[src/rtl/issue_scoreboard_pkg.sv]
// issue_scoreboard_pkg: shared state encoding and default sizing for the decode issue scoreboard
package issue_scoreboard_pkg;
  typedef enum logic [1:0] {RUN, STALL_RAW, DRAIN, FLUSH} scb_state_t;
  localparam int SCB_MAX_INFLIGHT = 3;
  localparam int SCB_TIMEOUT = 1024;
endpackage

[src/rtl/issue_scoreboard_pending_table.sv]
// issue_scoreboard_pending_table: per-register outstanding long-latency write counters
// x0 never counts; read ports see a same-cycle completion of the last outstanding write
module issue_scoreboard_pending_table
  import issue_scoreboard_pkg::*;
#(
  parameter int MAX_INFLIGHT = SCB_MAX_INFLIGHT
) (
  input  logic       clk,
  input  logic       rst_n,
  input  logic       inc_en,
  input  logic [4:0] inc_wd,
  input  logic       dec_en,
  input  logic [4:0] dec_wd,
  input  logic [4:0] rd0_addr,
  output logic       rd0_hz,
  input  logic [4:0] rd1_addr,
  output logic       rd1_hz,
  input  logic [4:0] chk_wd,
  output logic       full,
  output logic       busy
);
  localparam int CNT_W = $clog2(MAX_INFLIGHT + 1);
  logic [CNT_W-1:0] cnt_q [32];
  logic [CNT_W-1:0] cnt_d [32];
  logic [31:0] nz, inc_hit, dec_hit;
  always_comb begin
    for (int i = 0; i < 32; i++) nz[i] = cnt_q[i] != '0;
  end
  assign inc_hit = (32'(inc_en) << inc_wd) & ~32'd1;
  assign dec_hit = (32'(dec_en) << dec_wd) & nz;
  always_comb begin
    for (int i = 0; i < 32; i++)
      cnt_d[i] = (inc_hit[i] & ~dec_hit[i]) ? cnt_q[i] + CNT_W'(1)
               : (dec_hit[i] & ~inc_hit[i]) ? cnt_q[i] - CNT_W'(1) : cnt_q[i];
  end
  always_ff @(posedge clk or negedge rst_n) begin
    if (!rst_n) for (int i = 0; i < 32; i++) cnt_q[i] <= '0;
    else cnt_q <= cnt_d;
  end
  assign rd0_hz = nz[rd0_addr] & ~(dec_en & dec_wd == rd0_addr & cnt_q[rd0_addr] == CNT_W'(1));
  assign rd1_hz = nz[rd1_addr] & ~(dec_en & dec_wd == rd1_addr & cnt_q[rd1_addr] == CNT_W'(1));
  assign full = cnt_q[chk_wd] == CNT_W'(MAX_INFLIGHT);
  assign busy = |nz;
endmodule

[src/rtl/issue_scoreboard.sv]
// issue_scoreboard: decode-stage issue/stall control with long-latency RAW tracking, drain and flush
// ISSUE_SCB_STATS_EN adds the saturating stall_cycles counter and port
module issue_scoreboard
  import issue_scoreboard_pkg::*;
#(
  parameter int MAX_INFLIGHT = SCB_MAX_INFLIGHT,
  parameter int TIMEOUT = SCB_TIMEOUT
) (
  input  logic       clk,
  input  logic       rst_n,
  input  logic       id_valid,
  input  logic [4:0] id_rs1,
  input  logic [4:0] id_rs2,
  input  logic       id_use_rs1,
  input  logic       id_use_rs2,
  input  logic [4:0] id_wd,
  input  logic       id_is_wb,
  input  logic       id_long_lat,
  input  logic       id_serialize,
  input  logic       ex_ready,
  input  logic       jump_en,
  input  logic       wb_valid,
  input  logic [4:0] wb_wd,
  output logic       issue,
  output logic       stall,
  output logic       busy,
  output logic       hang
`ifdef ISSUE_SCB_STATS_EN
  ,output logic [31:0] stall_cycles
`endif
);
  localparam int WD_W = $clog2(TIMEOUT + 1);
  scb_state_t state_q, state_d;
  logic [WD_W-1:0] wd_q, wd_d;
  logic hang_q, hang_d;
  logic rd0_hz, rd1_hz, full, raw, sat, ser, hz;
  issue_scoreboard_pending_table #(.MAX_INFLIGHT(MAX_INFLIGHT)) u_pt (
    .clk(clk), .rst_n(rst_n),
    .inc_en(issue & id_is_wb & id_long_lat), .inc_wd(id_wd),
    .dec_en(wb_valid), .dec_wd(wb_wd),
    .rd0_addr(id_rs1), .rd0_hz(rd0_hz),
    .rd1_addr(id_rs2), .rd1_hz(rd1_hz),
    .chk_wd(id_wd), .full(full), .busy(busy)
  );
  assign raw = (id_use_rs1 & rd0_hz) | (id_use_rs2 & rd1_hz);
  assign sat = id_is_wb & id_long_lat & full;
  assign ser = id_serialize & busy;
  assign hz = id_valid & (raw | sat);
  always_ff @(posedge clk or negedge rst_n) begin
    if (!rst_n) begin
      state_q <= RUN;
      wd_q <= '0;
      hang_q <= 1'b0;
    end else begin
      state_q <= state_d;
      wd_q <= wd_d;
      hang_q <= hang_d;
    end
  end
  always_comb begin
    state_d = jump_en ? FLUSH
            : state_q == FLUSH ? RUN
            : state_q == RUN ? ((id_valid & ser) ? DRAIN : hz ? STALL_RAW : RUN)
            : state_q == STALL_RAW ? (hz ? STALL_RAW : RUN)
            : busy ? DRAIN : RUN;
  end
  always_comb begin
    issue = id_valid & ex_ready & ~jump_en & (state_q != FLUSH) & ~raw & ~sat & ~ser;
    stall = id_valid & ~jump_en & ~issue;
  end
  // watchdog counts only consecutive stalls; hang latches until reset
  always_comb begin
    wd_d = ~stall ? '0 : (wd_q == WD_W'(TIMEOUT)) ? wd_q : wd_q + WD_W'(1);
    hang_d = hang_q | (stall & wd_q == WD_W'(TIMEOUT - 1));
  end
  assign hang = hang_q;
`ifdef ISSUE_SCB_STATS_EN
  logic [31:0] sc_q, sc_d;
  always_ff @(posedge clk or negedge rst_n) begin
    if (!rst_n) sc_q <= '0;
    else sc_q <= sc_d;
  end
  always_comb sc_d = (stall & ~&sc_q) ? sc_q + 32'd1 : sc_q;
  assign stall_cycles = sc_q;
`endif
endmodule

[config.mk]
export PLATFORM = sky130hd
export DESIGN_NAME = issue_scoreboard
export DESIGN_NICKNAME = d
export VERILOG_FILES = /design/src/rtl/issue_scoreboard_pkg.sv /design/src/rtl/issue_scoreboard_pending_table.sv /design/src/rtl/issue_scoreboard.sv
export SDC_FILE = /design/constraint.sdc
export NUM_CORES = 1
export LEC_CHECK = 0
export ABC_AREA = 0
export CAP_MARGIN = 5
export CELL_PAD_IN_SITES_DETAIL_PLACEMENT = 1
export CELL_PAD_IN_SITES_GLOBAL_PLACEMENT = 1
export CORE_MARGIN = 1
export CORE_UTILIZATION = 45
export DETAILED_ROUTE_END_ITERATION = 10
export PLACE_DENSITY = 0.78
export SLEW_MARGIN = 15
export SYNTH_ARGS = -nofsm -noshare
export SYNTH_HDL_FRONTEND = slang
export SYNTH_HIERARCHICAL = 1
export SYNTH_SLANG_ARGS = --single-unit
export TNS_END_PERCENT = 30
[constraint.sdc]
create_clock -name clk -period 7.8 [get_ports clk]
set_clock_uncertainty 0.2 [all_clocks]
set_input_delay 0.78 -clock clk [delete_from_list [all_inputs] [get_ports clk]]
set_output_delay 0.78 -clock clk [all_outputs]
set_load 0.1 [all_outputs]
==> results.md <==
- Die width: 122 microns
- Syn Inst Count: 716
- N_diodes: 0
- Worst hold path class: reg2reg
- Max clock buf depth: 2
- R2r worst-path depth: 14
- Tmin final: 6240 ps
- Largest net degree at the start of global routing: 79
- RR Startpoint: u_pt/cnt_q[58]
- # hold bufs at CTS: 0
- Worst setup path startpoint: id_rs2[0]
- Fill count: 1614
- Ys flop type: dfrtp_1
- Multi-input logic area: 0.00426 sq mm
- Clock-pin slew on the worst setup and hold paths: 60 ps
- Post-Route WL: 22.2 mm
- Port buffer count: 34
- Core ar.: 0.0139 sq mm
- Yosys reg bits: 78
- Syn-to-layout area delta: 11.7%
- Syn Nets: 781
- Tcrit/Tclk final: 0.800
- Post CTS Setup Buffer Count: 0
- DR vias: 5862
- DRT iter0 DRCs: 593
- Share of cells above drive strength 1: 0.0770
- Initial antenna violation count: 0
- CTS tree: built
- Worst R2R Setup Slack: 2970 ps
- DR WL/cell: 24.2 microns
- Final hold viol count: 0
- Commonest cells after routing, fill and taps aside: 117 x nor2_1, 78 x dfrtp_1, 60 x xor2_1, 46 x xnor2_1, 40 x nand2_1
- Htree depth: 3
- Status: finished, final reports clean
- Critical path depth in cells: 10
- Worst vdd ir: 128 uV
- Die area: 0.0149 sq mm
- Arrival time worst endpoint: 5260 ps
- Crit end category: output port
- Final core occ: 0.519
- Reg2reg end: u_pt/cnt_q[49]
- Clock buffer count from CTS: 9
- Max-slew violations: 0
- DP Wirelength: 16.5 mm
- Vias in the first global route: 6103
- Root Buffer: clkbuf_16
- Register area share after synthesis: 0.302
- Max Clock Freq: 160 MHz
- Worst path cell trace: clkdlybuf4s50_1 -> xor2_1 -> nor4_1 -> nand3_1 -> a211o_1 -> a311o_1 -> a22oi_1 -> a41o_1 -> inv_2 -> clkdlybuf4s50_1
- DRC errors left: 0
- Family with the most delay on the worst path: buffers and inverters
- Top cell by count, worst path: clkdlybuf4s50_1
- WP data required: 6820 ps
- Setup Crit Path Kind: in2out
- Crit path max-delay cell type: clkdlybuf4s50_1
- Post-route setup TNS: 0 ps
- Syn avg cell area: 9.04 sq um
- Setup crit end: stall
- Crit-path max cell delay: 980 ps
- Gp weighted congestion: 0.966
- Most common cell after layout, fill and taps aside: nor2_1
- Storage cell area: 0.00195 sq mm
- Congestion Overflow GR: 0
- Routed Antenna Nets: 0
- Post-CTS resize count: 0
- Initial Util: 0.464
- Count of final setup violators: 0
- # IOs: 35
- Die height: 122 microns
- Fin nets: 801
- Clk sinks: 78
- Synth cell types: 64
- GRT Resource Usage Total: 0.317
- First-pass GRT wire length: 34.8 mm
- Unrepaired setup endpoints after global routing: no
- Worst-Margin Slew: 1010 ps
- Fraction of registers with async set/reset: 1.00
- Syn Std Cell Area: 0.00647 sq mm
- Max-slew headroom: 0.328
- Row count: 43
- Startpoint Class: input port
- Via density: 6.37
- TritonRoute pass-1 iters: 5
- Skew-Pair Late Insertion Delay: 350 ps
- Pleak: 2.97 nW
- Power Density: 225 mW/mm^2
- Buffers and inverters on the worst path: 3
- Hold path depth: 1
- Max-cap viol count: 0
- Synth warnings: 6
- Number of synthesized flops with an enable pin: 0
- Critical Path Fanout Max: 18
-- metal layers --
metal	global-route usage	routed length, microns
met1	0.415	9530
met5	0	0
met3	0.0721	1640
met4	0.165	1110
met2	0.487	9960
-- area by class of cell --
| type | count | area share |
|---|---|---|
| clock buffers | 11 | 0.0322 |
| inverters | 24 | 0.0125 |
| multi-input cells | 582 | 0.590 |
| repair buffers | 41 | 0.0540 |
| well taps | 180 | 0.0312 |
| flip-flops and latches | 78 | 0.270 |
| clock inverters | 4 | 0.0100 |
-- sequential cells by signal, summed over array words and instances (netlist names) --
signal      count
u_pt/cnt_q     64
wd_q           11
state_q         2
hang            1
-- worst register-to-register path: stages (launching register included) --
cell and delay, ps:
dfrtp_1 430, or2b_1 280, mux4_2 460, nor3b_1 160
a211oi_2 270, nor3_1 90, a311o_1 280, a22oi_1 310
nand4_1 200, nor3_1 550, nand4_1 660, nor2_1 270
ha_1 290, nor2_1 150, xor2_1 160
-- report_power, final --
part	switching (mW)	internal, mW
Clock	0.166	0.278
Combinational	0.302	0.243
Sequential	0.145	0.494
-- through the flow --
stage | instance area [sq um] | power (mW) | hold slack (ps) | instances | worst slack, ps
after floorplan | 6470 | 0.988 | 262 | 716 | 3060
after global routing | 7230 | 1.71 | 305 | 920 | 1280
final | 7230 | 1.63 | 283 | 920 | 1560
after CTS | 7230 | 1.63 | 287 | 920 | 1600
after detailed placement | 6920 | 1.17 | 268 | 905 | 1600
after global placement | 6920 | 1.14 | 268 | 905 | 1670
-- synthesized netlist by cell type (11+ instances only) --
master | instances | area (sq um)
mux4_2 | 21 | 473
a21oi_1 | 18 | 90.1
o211ai_1 | 11 | 82.6
nor3b_1 | 19 | 143
dfrtp_1 | 78 | 1950
nand4_1 | 16 | 100
nand2_1 | 40 | 150
nand3b_1 | 14 | 105
o21ai_0 | 20 | 100
inv_1 | 22 | 82.6
nand2b_1 | 17 | 106
nand3_1 | 26 | 130
xor2_1 | 60 | 526
nor2_1 | 117 | 439
ha_1 | 34 | 425
xnor2_1 | 46 | 403
clkbuf_1 | 17 | 63.8
-- kinds of logic after synthesis --
logic type / Yosys count / share of synthesized area
fa+ha+maj: 34 / 0.0658
simple gates: 314 / 0.255
compound gates: 102 / 0.108
mux: 26 / 0.0861
buf+inv: 56 / 0.0395
flops: 78 / 0.302
xor+xnor: 106 / 0.143
-- worst min-delay path by stage --
stage                        start  slack, ps             end
floorplan           u_pt/cnt_q[63]        260  u_pt/cnt_q[63]
global route                  hang        310            hang
detailed placement            hang        270            hang
global placement              hang        270            hang
CTS                           hang        290            hang
finish                        hang        280            hang
Power figures use the tool's default switching activity.
